--- src/rtl/eth_traffic_gen.sv ---
// eth_traffic_gen -- Ethernet frame generator producing a header handshake
// plus a byte-wide AXI-Stream payload.
//
// Every payload starts with a 4-byte big-endian frame sequence number,
// followed by a pattern selected by cfg_mode:
//   0 and 3 : byte i = i[7:0]
//   1       : PRBS-31, only when TRAFFIC_GEN_PRBS_EN is defined; otherwise as 0
//   2       : constant 8'hA5
// A run sends cfg_count frames, or runs until stop when cfg_count is 0.
// Frames are separated by cfg_gap idle cycles.
//
// Optional feature macro: TRAFFIC_GEN_PRBS_EN
//   Adds a PRBS-31 generator (x^31 + x^28 + 1), reseeded to all-ones for every
//   frame, 8 bits per byte with the first bit in the MSB.
//
// Ports
//   clk, rst_n                     clock, asynchronous active-low reset
//   start, stop                    single-cycle run control pulses
//   cfg_mode/len/count/gap         run configuration, latched on accepted start
//   m_eth_hdr_valid/ready          header handshake
//   m_eth_dest_mac/src_mac/type    constant header fields
//   m_eth_payload_axis_*           payload byte stream (tuser always 0)
//   busy                           run in progress
//   frames_sent                    frames completed since the last accepted start
module eth_traffic_gen #(
  parameter logic [47:0] LOCAL_MAC = 48'h02_00_00_00_00_00,
  parameter logic [47:0] DST_MAC   = 48'hFF_FF_FF_FF_FF_FF,
  parameter logic [15:0] ETH_TYPE  = 16'h88B5,
  parameter int          MIN_LEN   = 46,
  parameter int          MAX_LEN   = 1500
) (
  input  logic        clk,
  input  logic        rst_n,
  input  logic        start,
  input  logic        stop,
  input  logic [1:0]  cfg_mode,
  input  logic [15:0] cfg_len,
  input  logic [31:0] cfg_count,
  input  logic [15:0] cfg_gap,
  output logic        m_eth_hdr_valid,
  input  logic        m_eth_hdr_ready,
  output logic [47:0] m_eth_dest_mac,
  output logic [47:0] m_eth_src_mac,
  output logic [15:0] m_eth_type,
  output logic [7:0]  m_eth_payload_axis_tdata,
  output logic        m_eth_payload_axis_tvalid,
  input  logic        m_eth_payload_axis_tready,
  output logic        m_eth_payload_axis_tlast,
  output logic        m_eth_payload_axis_tuser,
  output logic        busy,
  output logic [31:0] frames_sent
);

  typedef enum logic [1:0] {
    S_IDLE,
    S_HDR,
    S_PAYLOAD,
    S_GAP
  } state_t;

  state_t      state;
  state_t      state_nxt;

  logic [1:0]  mode_q;
  logic [15:0] len_q;
  logic [31:0] count_q;
  logic [15:0] gap_q;
  logic [15:0] byte_idx;
  logic [15:0] gap_cnt;
  logic        stop_seen;

  logic [15:0] len_clamped;
  logic        beat;
  logic        last_beat;
  logic [31:0] frames_inc;
  logic        run_done;
  logic        start_ok;

  // Header fields never change.
  assign m_eth_dest_mac = DST_MAC;
  assign m_eth_src_mac  = LOCAL_MAC;
  assign m_eth_type     = ETH_TYPE;

  // All handshake outputs are decoded from the registered state, so reset
  // clears them as soon as the state register clears.
  assign m_eth_hdr_valid           = (state == S_HDR);
  assign m_eth_payload_axis_tvalid = (state == S_PAYLOAD);
  assign m_eth_payload_axis_tlast  = (state == S_PAYLOAD) && (byte_idx == len_q - 16'd1);
  assign m_eth_payload_axis_tuser  = 1'b0;
  assign busy                      = (state != S_IDLE);

  assign start_ok   = (state == S_IDLE) && start;
  assign beat       = m_eth_payload_axis_tvalid && m_eth_payload_axis_tready;
  assign last_beat  = beat && m_eth_payload_axis_tlast;
  assign frames_inc = frames_sent + 32'd1;
  // A stop pulse arriving on the final beat itself also ends the run.
  assign run_done   = stop_seen || stop || ((count_q != 32'd0) && (frames_inc == count_q));

  always_comb begin
    len_clamped = cfg_len;
    if (cfg_len < 16'(MIN_LEN))      len_clamped = 16'(MIN_LEN);
    else if (cfg_len > 16'(MAX_LEN)) len_clamped = 16'(MAX_LEN);
  end

  // NOTE: every signal driven by an always_comb gets a default at the top so
  // that no path leaves it unassigned; an unassigned path infers a latch.
  always_comb begin
    state_nxt = state;
    unique case (state)
      S_IDLE:    if (start) state_nxt = S_HDR;
      S_HDR:     if (m_eth_hdr_ready) state_nxt = S_PAYLOAD;
      S_PAYLOAD: begin
        if (last_beat) begin
          if (run_done)            state_nxt = S_IDLE;
          else if (gap_q == 16'd0) state_nxt = S_HDR;
          else                     state_nxt = S_GAP;
        end
      end
      S_GAP: begin
        if (stop_seen || stop)      state_nxt = S_IDLE;
        else if (gap_cnt == 16'd1) state_nxt = S_HDR;
      end
      default: state_nxt = S_IDLE;
    endcase
  end

  // NOTE: sequential state uses non-blocking assignments only, so every
  // register samples values from before the clock edge regardless of order.
  always_ff @(posedge clk or negedge rst_n) begin
    if (!rst_n) begin
      state       <= S_IDLE;
      mode_q      <= 2'd0;
      len_q       <= 16'(MIN_LEN);
      count_q     <= 32'd0;
      gap_q       <= 16'd0;
      byte_idx    <= 16'd0;
      gap_cnt     <= 16'd0;
      stop_seen   <= 1'b0;
      frames_sent <= 32'd0;
    end else begin
      state <= state_nxt;
      if (start_ok) begin
        // Stop in the same cycle as an accepted start is ignored.
        mode_q      <= cfg_mode;
        len_q       <= len_clamped;
        count_q     <= cfg_count;
        gap_q       <= cfg_gap;
        byte_idx    <= 16'd0;
        stop_seen   <= 1'b0;
        frames_sent <= 32'd0;
      end else begin
        if (stop && (state != S_IDLE)) stop_seen <= 1'b1;
        if (beat) byte_idx <= last_beat ? 16'd0 : byte_idx + 16'd1;
        // frames_sent doubles as the sequence number carried in bytes 0..3.
        if (last_beat) frames_sent <= frames_inc;
        if (last_beat)            gap_cnt <= gap_q;
        else if (state == S_GAP)  gap_cnt <= gap_cnt - 16'd1;
      end
    end
  end

`ifdef TRAFFIC_GEN_PRBS_EN
  logic [30:0] lfsr;
  logic [7:0]  prbs_byte;
  logic [30:0] lfsr_nxt;

  // Advance the Fibonacci LFSR eight steps; output bit is the oldest stage.
  function automatic logic [38:0] prbs_step(input logic [30:0] s);
    logic [30:0] st;
    logic [7:0]  b;
    st = s;
    b  = 8'd0;
    for (int i = 0; i < 8; i++) begin
      b[7-i] = st[30];
      st     = {st[29:0], st[30] ^ st[27]};
    end
    return {b, st};
  endfunction

  assign {prbs_byte, lfsr_nxt} = prbs_step(lfsr);

  always_ff @(posedge clk or negedge rst_n) begin
    if (!rst_n)                                lfsr <= '1;
    else if (state == S_HDR)                   lfsr <= '1;
    else if (beat && (byte_idx >= 16'd4))      lfsr <= lfsr_nxt;
  end
`endif

  always_comb begin
    m_eth_payload_axis_tdata = 8'd0;
    if (state == S_PAYLOAD) begin
      if (byte_idx < 16'd4) begin
        unique case (byte_idx[1:0])
          2'd0: m_eth_payload_axis_tdata = frames_sent[31:24];
          2'd1: m_eth_payload_axis_tdata = frames_sent[23:16];
          2'd2: m_eth_payload_axis_tdata = frames_sent[15:8];
          default: m_eth_payload_axis_tdata = frames_sent[7:0];
        endcase
      end else begin
        unique case (mode_q)
          2'd2:    m_eth_payload_axis_tdata = 8'hA5;
`ifdef TRAFFIC_GEN_PRBS_EN
          2'd1:    m_eth_payload_axis_tdata = prbs_byte;
`endif
          default: m_eth_payload_axis_tdata = byte_idx[7:0];
        endcase
      end
    end
  end

endmodule

--- config.mk ---
export PLATFORM = sky130hd
export DESIGN_NAME = eth_traffic_gen
export DESIGN_NICKNAME = d
export VERILOG_FILES = /design/src/rtl/eth_traffic_gen.sv
export SDC_FILE = /design/constraint.sdc
export NUM_CORES = 1
export LEC_CHECK = 0
export BUFFER_PORTS_ARGS = -buffer_cell sky130_fd_sc_hd__buf_4
export CORE_UTILIZATION = 56
export CTS_BUF_LIST = sky130_fd_sc_hd__clkbuf_4
export CTS_CLUSTER_SIZE = 8
export DETAILED_ROUTE_END_ITERATION = 16
export PLACE_DENSITY = 0.93
export SLEW_MARGIN = 40
export SYNTH_ARGS = -nofsm -noshare
export SYNTH_HDL_FRONTEND = slang
export SYNTH_SLANG_ARGS = --single-unit
--- constraint.sdc ---
create_clock -name clk -period 3.2 [get_ports clk]
set_clock_uncertainty 0.05 [all_clocks]
set_input_delay 0.32 -clock clk [delete_from_list [all_inputs] [get_ports clk]]
set_output_delay 0.32 -clock clk [all_outputs]
set_load 0.1 [all_outputs]
### After elaboration in Yosys (flattened, before gate mapping)

Index checks and enable logic that the tools add are counted.

| storage, ports and cells | value |
|---|---|
| register bits | 133 |
| input bits | 72 |
| output and inout port bits | 157 |
| logic and storage cells | 72 |

| cells by class | value |
|---|---|
| add/sub/neg operators | 4 |
| mux-type cells | 23 |
| bitwise logic cells | 1 |
| equality and inequality tests | 13 |
| reductions and logical operators | 19 |
| $lt $le $gt $ge | 3 |

Operators with widths:

| cell | number |
|---|---|
| $mux W16 | 7 |
| $mux W32 | 2 |
| $add A32 B1 Y32 const B | 1 |
| $eq A32 B32 Y1 | 1 |
| $reduce_bool A32 Y1 | 1 |
| $sub A16 B1 Y16 const B | 2 |
| $mux W8 | 3 |
| $pmux W8 S3 | 1 |
| $add A16 B1 Y16 const B | 1 |
| $eq A16 B1 Y1 const B | 1 |
| $eq A16 B16 Y1 | 1 |
| $gt A16 B11 Y1 const B | 1 |
| $logic_not A16 Y1 | 1 |
| $lt A16 B3 Y1 const B | 1 |
| $lt A16 B6 Y1 const B | 1 |
| $mux W2 | 7 |
| $reduce_bool A2 Y1 | 5 |
| $eq A2 B2 Y1 const B | 4 |
| $pmux W2 S4 | 1 |
| $logic_and A1 B1 Y1 | 6 |
| $eq A2 B1 Y1 const B | 2 |
| $logic_not A2 Y1 | 2 |
| $ne A2 B1 Y1 const B | 2 |
| $reduce_and A4 Y1 | 1 |
| other kinds (6) | 8 |

### Depth between registers and ports, before layout

Gate-level depths: netlist of run 1.

| depth | value |
|---|---|
| depth after elaboration | 7 |
| depth in mapped cells | 12 |
| gate-level depth less buffers | 10 |

### Worst setup path before layout of run 1

OpenSTA, ideal clock, no wires.

| timing | value |
|---|---|
| path type | reg-to-output |
| start | reg frames_sent[16] |
| end | out m_eth_payload_axis_tdata[0] |
| path slack | -1.009 ns |
| stages on the path, launching flop included | 6 |
| buffers on the path | 1 |
| required time | 2.830 ns |
| data arrival time | 3.839 ns |
| cell sequence | dfrtp_1 clkbuf_1 a222oi_1 nand2_1 a21oi_1 a311oi_1 |

| between the ends | value |
|---|---|
| word-level cells in the longest chain between the ends | 3 |

Ends and longest elaborated chain:

| what | line | source |
|---|---|---|
| start: declaration | 51 | `output logic [31:0] frames_sent` |
| start signal: assignment | 155 | `if (last_beat) frames_sent <= frames_inc;` |
| $pmux W8 S3 | 193 | `unique case (byte_idx[1:0])` |
| $mux W8 | 192 | `if (byte_idx < 16'd4) begin` |
| $mux W8 | 191 | `if (state == S_PAYLOAD) begin` |
| end: declaration | 45 | `output logic [7:0] m_eth_payload_axis_tdata,` |

No other way between the ends.

### Worst setup path in the final report of run 1

| timing | value |
|---|---|
| start | reg len_q[1] |
| end | out m_eth_payload_axis_tlast |

| between the ends | value |
|---|---|
| word-level cells in the longest chain between the ends | 3 |

Ends and longest elaborated chain:

| what | line | source |
|---|---|---|
| start: declaration | 65 | `logic [15:0] len_q;` |
| start signal: assignment | 133 | `len_q <= 16'(MIN_LEN);` |
| start signal: assignment | 145 | `len_q <= len_clamped;` |
| $sub A16 B1 Y16 | 88 | `assign m_eth_payload_axis_tlast = (state == S_PAYLOAD) && (byte_idx == len_q - 16'd1);` |
| $eq A16 B16 Y1 | 88 |  |
| $logic_and A1 B1 Y1 | 88 |  |
| end: declaration | 48 | `output logic m_eth_payload_axis_tlast,` |

No other way between the ends.

==> summary.log, run 1 <==
INFO  clock_network  tritoncts=done
INFO  clock_network  worst_skew_pair.late_latency=0.58ns
INFO  detailed_routing antenna_left=0
INFO  sta            slew-limit-headroom=46.4%
INFO  worst_setup_path crit_path_top_delay_cell=dfstp_2
INFO  placed_design  dp.final_hpwl=19.2mm
INFO  sta            max_transition_viols_final=0
INFO  layout         nNetsFinal=1433
INFO  logic_synthesis post_synth_mux_area_share=0.927%
INFO  logic_synthesis ys_seq_area_share=35.8%
INFO  logic_synthesis syn-instance-count=1166
INFO  status         violations=setup timing
INFO  logic_synthesis synth_edf_count=0
INFO  power          sequentialPowerShare=36.9%
INFO  power          clockPowerShare=15.3%
INFO  floorplan      floorplan.die_area=17200um2
INFO  status         outcome=complete, but fails checks
INFO  layout         filler_cell_count=1239
INFO  sta            report.final.setup_viol=5
INFO  sta            finalHoldViolations=0
INFO  worst_setup_path ff2ff_setup_slack=-0.02ns
INFO  logic_synthesis post_synth_num_cell_types=71
INFO  clock_network  cts_max_path_buffers=2
INFO  floorplan      initial_utilization=58.0%
INFO  worst_setup_path worstPathArrival=3.05ns
INFO  detailed_routing drc=0
INFO  global_route   overflow=0
INFO  sta            postLayoutSetupSlackWorst=-0.224ns
INFO  logic_synthesis synth_xor_area_share=8.28%
INFO  clock_network  clkTransAtPathRegs=0.13ns
INFO  worst_hold_path hold_path.class=in -> reg
INFO  worst_setup_path critical-path-max-stage-delay=0.60ns
INFO  placed_design  place_worst_setup_slack=-0.225ns
INFO  detailed_routing drtIter0Drc=947
INFO  placed_design  globalplace.congestion=0.959
INFO  global_route   pin_count_of_the_biggest_net_entering_global_routing=76
INFO  sta            period_share=107%
INFO  power          cellPowerDensity=629nW/um2
INFO  floorplan      core.rowCount=46
INFO  placed_design  portBuffers=115
INFO  power          cellInternalPower=3590uW
INFO  global_route   number_of_global_route_vias_before_repair=8323
INFO  worst_setup_path critical_path_buf_inv_count=2
INFO  run            drv_cap=0
INFO  sta            post-route-min-period=3.42ns
INFO  placed_design  postPlaceCellArea=10100um2
INFO  layout         drive_gt1_share=22.0%
INFO  worst_setup_path worst_path_cell_chain=inv_2 -> ha_4 -> xor2_1 -> nand3_1 -> nor3_1 -> nand4_1 -> or4b_4 -> nor2_4 -> buf_12
INFO  worst_setup_path criticalPathCategory=reg -> out
INFO  power          power.switching=3560uW
INFO  layout         finish.utilization=70.8%
INFO  layout         synthToLayoutAreaGrowth=22.1%
INFO  global_route   grt_use_total=33.7%
INFO  logic_synthesis compound_gate_portion_of_the_synthesized_area=13.2%
INFO  logic_synthesis synthesis.yosys.warnings=0
INFO  detailed_routing via_count=9013
INFO  worst_setup_path worst_ep_required_time=2.83ns
INFO  layout         final-instance-count-excl-fill=1583
INFO  detailed_routing wire_per_inst=18.1um
INFO  layout         post-route-cell-area=11400um2
INFO  detailed_routing wl=28.7mm
INFO  power          vdd_ir_drop_max=0.600mV
INFO  power          leakagePower=0.00510uW
INFO  power          power_share_of_the_combinational_group=47.7%
INFO  detailed_routing drt-pass1-iter-count=5
INFO  logic_synthesis synth_top_family_by_area=simple AND/OR/NAND/NOR gates
INFO  sta            max_slew.worst_pin.slew=0.804ns
INFO  detailed_routing vias_per_cell=5.69
INFO  worst_setup_path critPathTopFamily=simple AND/OR/NAND/NOR gates
INFO  global_route   number_of_antenna_violations_at_the_first_check_in_global_routing=1
INFO  clock_network  cts_made_buffers=17
INFO  floorplan      die_height=131um
INFO  placed_design  placedCellCount=1466
INFO  logic_synthesis synth_adder_area_share=1.07%
INFO  floorplan      boundaryPins=229
INFO  logic_synthesis synthesis.area_per_instance=7.99um2
INFO  logic_synthesis register_bit_count_reported_by_yosys=133
INFO  sta            grt_setup_unrepaired=yes
INFO  global_route   wire_length_of_the_first_global_routing_pass=43.4mm
INFO  clock_network  number_of_sinks_driven_by_the_clock_tree=133
INFO  logic_synthesis synthArstFlopShare=100%
INFO  logic_synthesis synthSimpleGateAreaFrac=27.0%
INFO  clock_network  cts_root_buf=clkbuf_4
INFO  logic_synthesis synth_flop_cell=dfrtp_1
INFO  floorplan      die-width=131um
INFO  clock_network  cts_max_level=4
INFO  power          switching_share=49.8%
INFO  sta            achievable-frequency=292MHz
INFO  logic_synthesis synth_area=9310um2
INFO  worst_setup_path setup.worst_path.start_class=register
INFO  worst_setup_path endpoint_kind=output pin
INFO  floorplan      floorplan.core_area=16100um2
INFO  worst_setup_path critical_path_peak_fanout=4
[state kept, by name, indices dropped and copies added (netlist names)]
signal,cells
stop_seen,1
frames_sent,32
mode_q,2
count_q,32
state,2
gap_q,16
byte_idx,16
gap_cnt,16
len_q,16
[cell families (layout without fill, tap and decap cells)]
kind of cell / count (synthesis) / count (layout)
simple gates: 522 / 522
buf+inv: 213 / 302
compound gates: 192 / 192
flops: 133 / 133
xor+xnor: 88 / 88
fa+ha+maj: 8 / 8
mux: 8 / 8
other cells: 2 / 114
[power groups by stage]
stage	clock network (uW)	registers, uW	logic (uW)
floorplan	0	2450	2530
global placement	0	2630	2990
detailed placement	0	2660	3030
CTS	1090	2620	3240
global route	1180	2690	3660
finish	1100	2640	3410
[repair_timing]
action                                  4_1_cts  5_1_grt
endpoints found under the hold margin       105        1
pin swaps                                    10       12
hold buffers                                 63        1
setup buffers                                16        4
endpoints found under the setup margin        6       48
gates resized for setup                      16       26
[synth_stat cells (16+ instances only)]
library cell / instances / area share (%)
a21oi_1: 32 / 1.7
and2_1: 16 / 1.1
buf_4: 117 / 9.4
clkbuf_1: 48 / 1.9
dfrtp_1: 129 / 35
inv_1: 26 / 1.0
nand2_1: 228 / 9.2
nand3_1: 41 / 2.2
nand4_1: 22 / 1.5
nor2_1: 79 / 3.2
nor3_1: 22 / 1.2
nor4_1: 30 / 2.0
o21ai_0: 68 / 3.7
xnor2_1: 60 / 5.6
xor2_1: 28 / 2.6
[layout make-up]
cell class,instances,area [um2],share of cell area (%)
multi-input combinational,931,5340,46.9
sequential,133,3370,29.6
timing repair buffer,242,2030,17.9
tap,216,270,2.38
clock buffer,18,135,1.19
clock inverter,14,124,1.09
inverter,28,106,0.935
antenna,1,2.50,0.0220
[path summary, 6_finish.rpt]
check | start | to | depth (start not counted)
worst max register to register | len_q[1] | frames_sent[24] | 12
worst min register to register | len_q[15] | len_q[15] | 1
max in group asynchronous | rst_n | frames_sent[4] | 3
worst min-delay path | cfg_len[12] | len_q[10] | 5
min in group asynchronous | rst_n | frames_sent[30] | 2
worst max-delay path | len_q[1] | m_eth_payload_axis_tlast | 9
[layout by cell type, fill, tap and decap left out, types with 6 or more instances in the layout]
cell / n
or2_2: 6
a21oi_1: 28
xor2_1: 28
dfrtp_2: 22
nand2b_1: 15
nor3_1: 22
a21o_1: 14
mux2i_1: 6
o21ai_1: 8
nor4_1: 26
and4_1: 6
clkbuf_4: 18
a21oi_2: 13
nor2_1: 75
xnor2_1: 59
nand4_1: 22
buf_4: 173
inv_1: 25
a222oi_1: 8
conb_1: 113
nand3_1: 40
nand2_1: 226
and3_1: 9
o21ai_0: 68
nor2b_1: 9
dlygate4sd3_1: 64
dfrtp_1: 105
and2_1: 15
or3_1: 11
[metrics by stage]
stage / setup TNS [ns] / power (uW) / hold WS [ns]
after floorplan: -0.00221 / 4990 / -0.0256
after global placement: -0.0958 / 5620 / 0.318
after detailed placement: -0.438 / 5690 / 0.319
after CTS: -0.0953 / 6960 / 0.000910
after global routing: -2.41 / 7530 / 0.114
final: -0.272 / 7150 / 0.116
[per-layer routing]
metal  GRT usage [%]  wire length (um)  vias to the layer above
met5               0                 0                        -
met4            14.7              1020                        0
met3            7.82              2230                       94
met2            57.0             14300                      491
met1            41.2             11100                     4296
li1                -                 -                     4132
[worst register-to-register path: stages, from the launching register on]
cell and delay [ns]:
dfstp_2 0.60, inv_2 0.07, ha_4 0.26, xor2_1 0.14, nand3_1 0.09, nor3_1 0.20, nand4_1 0.19, buf_4 0.18
buf_4 0.12, buf_4 0.13, or4_4 0.59, mux2_4 0.32, a21o_1 0.17
(Power assumes the default switching activity.)
==> run 2, diff against run 1 <==
--- a/config.mk
+++ b/config.mk
@@ -6,11 +6,10 @@
 export NUM_CORES = 1
 export LEC_CHECK = 0
 export BUFFER_PORTS_ARGS = -buffer_cell sky130_fd_sc_hd__buf_4
-export CORE_UTILIZATION = 56
-export CTS_BUF_LIST = sky130_fd_sc_hd__clkbuf_4
+export CORE_UTILIZATION = 55
 export CTS_CLUSTER_SIZE = 8
 export DETAILED_ROUTE_END_ITERATION = 16
-export PLACE_DENSITY = 0.93
+export PLACE_DENSITY = 0.92
 export SLEW_MARGIN = 40
 export SYNTH_ARGS = -nofsm -noshare
 export SYNTH_HDL_FRONTEND = slang
==> constraint.sdc (replaced) <==
create_clock -name clk -period 3.2 [get_ports clk]
set_clock_uncertainty 0.05 [all_clocks]
set_input_delay 0.48 -clock clk [delete_from_list [all_inputs] [get_ports clk]]
set_output_delay 0.48 -clock clk [all_outputs]
set_load 0.1 [all_outputs]
==> summary.log, run 2 (synthesis gave the netlist of run 1 again) <==
INFO  status         outcome=complete, but fails checks
INFO  status         violations=setup timing
INFO  worst_setup_path criticalPathCategory=reg -> out
INFO  placed_design  globalplace.congestion=1.03 [+7.0%]
INFO  floorplan      boundaryPins=229 [unchanged]
INFO  global_route   pin_count_of_the_biggest_net_entering_global_routing=87 [+14%]
INFO  global_route   overflow=0 [unchanged]
INFO  floorplan      initial_utilization=56.2% [-1.8 points]
INFO  layout         layout.area.seq=3370um2 [about the same]
INFO  placed_design  postPlaceCellArea=10300um2 [+1.3%]
INFO  worst_setup_path critical-path-max-stage-delay=0.59ns [about the same]
INFO  detailed_routing via_count=8832 [-2.0%]
INFO  run            drv_cap=0 [unchanged]
INFO  sta            max_slew.worst_pin.slew=0.691ns [-0.113 ns]
INFO  sta            post-route-min-period=3.38ns [-0.0419 ns]
INFO  sta            report.final.setup_viol=2 [-3]
INFO  clock_network  cts_root_buf=clkbuf_16
INFO  clock_network  cts_max_path_buffers=2 [unchanged]
INFO  sta            slew-limit-headroom=53.9% [+7.5 points]
INFO  global_route   number_of_global_route_vias_before_repair=8283 [-0.48%]
INFO  sta            achievable-frequency=296MHz [+1.2%]
INFO  power          cellPowerDensity=727nW/um2 [+16%]
INFO  layout         final-instance-count-excl-fill=1532 [-3.2%]
INFO  layout         nNetsFinal=1379 [-3.8%]
INFO  layout         synthToLayoutAreaGrowth=20.0%
INFO  floorplan      floorplan.core_area=16600um2 [+3.3%]
INFO  layout         final_common_cell=nand2_1
INFO  placed_design  placedCellCount=1488 [+1.5%]
INFO  floorplan      floorplan.die_area=17500um2 [+1.8%]
INFO  detailed_routing vias_per_cell=5.77 [+1.3%]
INFO  placed_design  dp.final_hpwl=19.6mm [+1.7%]
INFO  layout         largest_registers=count_q: 32 flops, frames_sent: 32 flops
INFO  detailed_routing wire_per_inst=18.0um [-0.30%]
INFO  sta            period_share=106% [-1.3 points]
INFO  sta            postLayoutSetupSlackWorst=-0.182ns [+0.0419 ns]
INFO  floorplan      die_height=132um [+0.89%]
INFO  clock_network  number_of_sinks_driven_by_the_clock_tree=133 [unchanged]
INFO  layout         filler_cell_count=1360 [+9.8%]
INFO  layout         mostFrequentLayoutCells=227 x nand2_1, 180 x buf_4, 113 x conb_1
INFO  power          vdd_ir_drop_max=0.761mV [+27%]
INFO  worst_setup_path endpoint_kind=output pin
INFO  worst_setup_path worstPathArrival=2.85ns [-0.20 ns]
INFO  detailed_routing drc=0 [unchanged]
INFO  global_route   wire_length_of_the_first_global_routing_pass=43.0mm [-0.97%]
INFO  detailed_routing wl=27.6mm [-3.5%]
INFO  sta            worst_slack_on_hold_paths=0.189ns [+0.0724 ns]
INFO  layout         num_antenna_cells=0 [-1]
INFO  power          leakagePower=0.00505uW [-0.99%]
INFO  global_route   grt_use_total=31.5% [-2.2 points]
INFO  worst_setup_path worst_path_cell_chain=or4_4 -> o311ai_4 -> a31oi_2 -> or4b_4 -> nor2_4 -> buf_12
INFO  worst_setup_path setup.worst_path.start_class=register
INFO  sta            finalHoldViolations=0 [unchanged]
INFO  detailed_routing drtIter0Drc=977 [+3.2%]
INFO  clock_network  cts_made_buffers=17 [unchanged]
INFO  placed_design  portBuffers=115 [unchanged]
INFO  sta            setup_total_negative_slack=-0.232ns [+0.0398 ns]
INFO  floorplan      die-width=132um [+0.89%]
INFO  clock_network  cts_max_level=4 [unchanged]
INFO  layout         finish.utilization=67.4% [-3.4 points]
INFO  floorplan      core.rowCount=47 [+2.2%]
INFO  clock_network  clkTransAtPathRegs=0.07ns [-0.06 ns]
INFO  detailed_routing drt-pass1-iter-count=9 [+4]
INFO  layout         post-route-cell-area=11200um2 [-1.7%]
INFO  layout         multiInputGateArea=5350um2 [+0.19%]
INFO  global_route   number_of_antenna_violations_at_the_first_check_in_global_routing=0 [-1]
INFO  sta            grt_setup_unrepaired=yes
INFO  worst_setup_path crit_path_top_delay_cell=or4_4
INFO  clock_network  worst_skew_pair.late_latency=0.43ns [-0.15 ns]
INFO  detailed_routing antenna_left=0 [unchanged]
INFO  sta            max_transition_viols_final=0 [unchanged]
INFO  worst_setup_path critical_path_peak_fanout=5 [+1]
INFO  worst_setup_path worst_ep_required_time=2.67ns [-0.16 ns]
INFO  clock_network  tritoncts=done
INFO  layout         drive_gt1_share=22.9% [+0.91 points]
INFO  worst_hold_path hold_path.class=in -> reg
-- run 2: power breakdown --
| group | total, uW | internal, uW | switching, uW |
|---|---|---|---|
| sequential | 2640 | 2110 | 528 |
| clock | 2150 | 1340 | 802 |
| combinational | 3350 | 1030 | 2320 |
-- run 2: repair_timing --
| item | 4_1_cts | 5_1_grt |
|---|---|---|
| setup endpoints to repair | 3 | 50 |
| hold buffers | 1 | 0 |
| cloned | 0 | 2 |
| setup buffers | 7 | 2 |
| endpoints found under the hold margin | 14 | 0 |
| resized for setup | 19 | 18 |
| pin swaps | 13 | 13 |
-- run 2: layout make-up --
cell class / instances / area share [%]
well taps: 220 / 2.46
clock buffers: 20 / 4.00
flip-flops and latches: 133 / 30.1
repair buffers: 186 / 12.9
clock inverters: 12 / 1.72
inverters: 28 / 0.951
multi-input cells: 933 / 47.8
-- run 2: worst max-delay path: cells and delay by family, from the launching register on --
kind | cells | cell delay, ns
buffers and inverters | 1 | 0.19
DFF | 1 | 0.46
and+or+nand+nor | 3 | 1.35
AOI/OAI and AO/OA | 2 | 0.41
-- run 2: worst paths after layout --
check	startpoint	endpoint	slack [ns]	cells past startpoint
worst min register to register	len_q[10]	len_q[10]	0.45	2
min in group asynchronous	rst_n	count_q[18]	0.41	2
worst max-delay path	len_q[0]	m_eth_payload_axis_tlast	-0.18	6
max in group asynchronous	rst_n	frames_sent[0]	1.91	3
worst min-delay path	cfg_count[29]	count_q[29]	0.19	3
worst max register to register	len_q[0]	frames_sent[30]	0.08	9
-- run 2: per-stage QoR --
step,total power [uW],setup WS [ns]
finish,8130,-0.182
global placement,5660,-0.0439
global route,8520,-0.262
floorplan,4990,-0.162
CTS,8020,-0.116
detailed placement,5760,-0.107
-- run 2: metal layers --
| metal | vias up | wire length (um) | GRT usage, % |
|---|---|---|---|
| li1 | 4035 | - | - |
| met5 | - | 0 | 0 |
| met4 | 0 | 1320 | 14.9 |
| met1 | 4186 | 10800 | 39.1 |
| met3 | 102 | 2260 | 5.65 |
| met2 | 509 | 13200 | 53.3 |
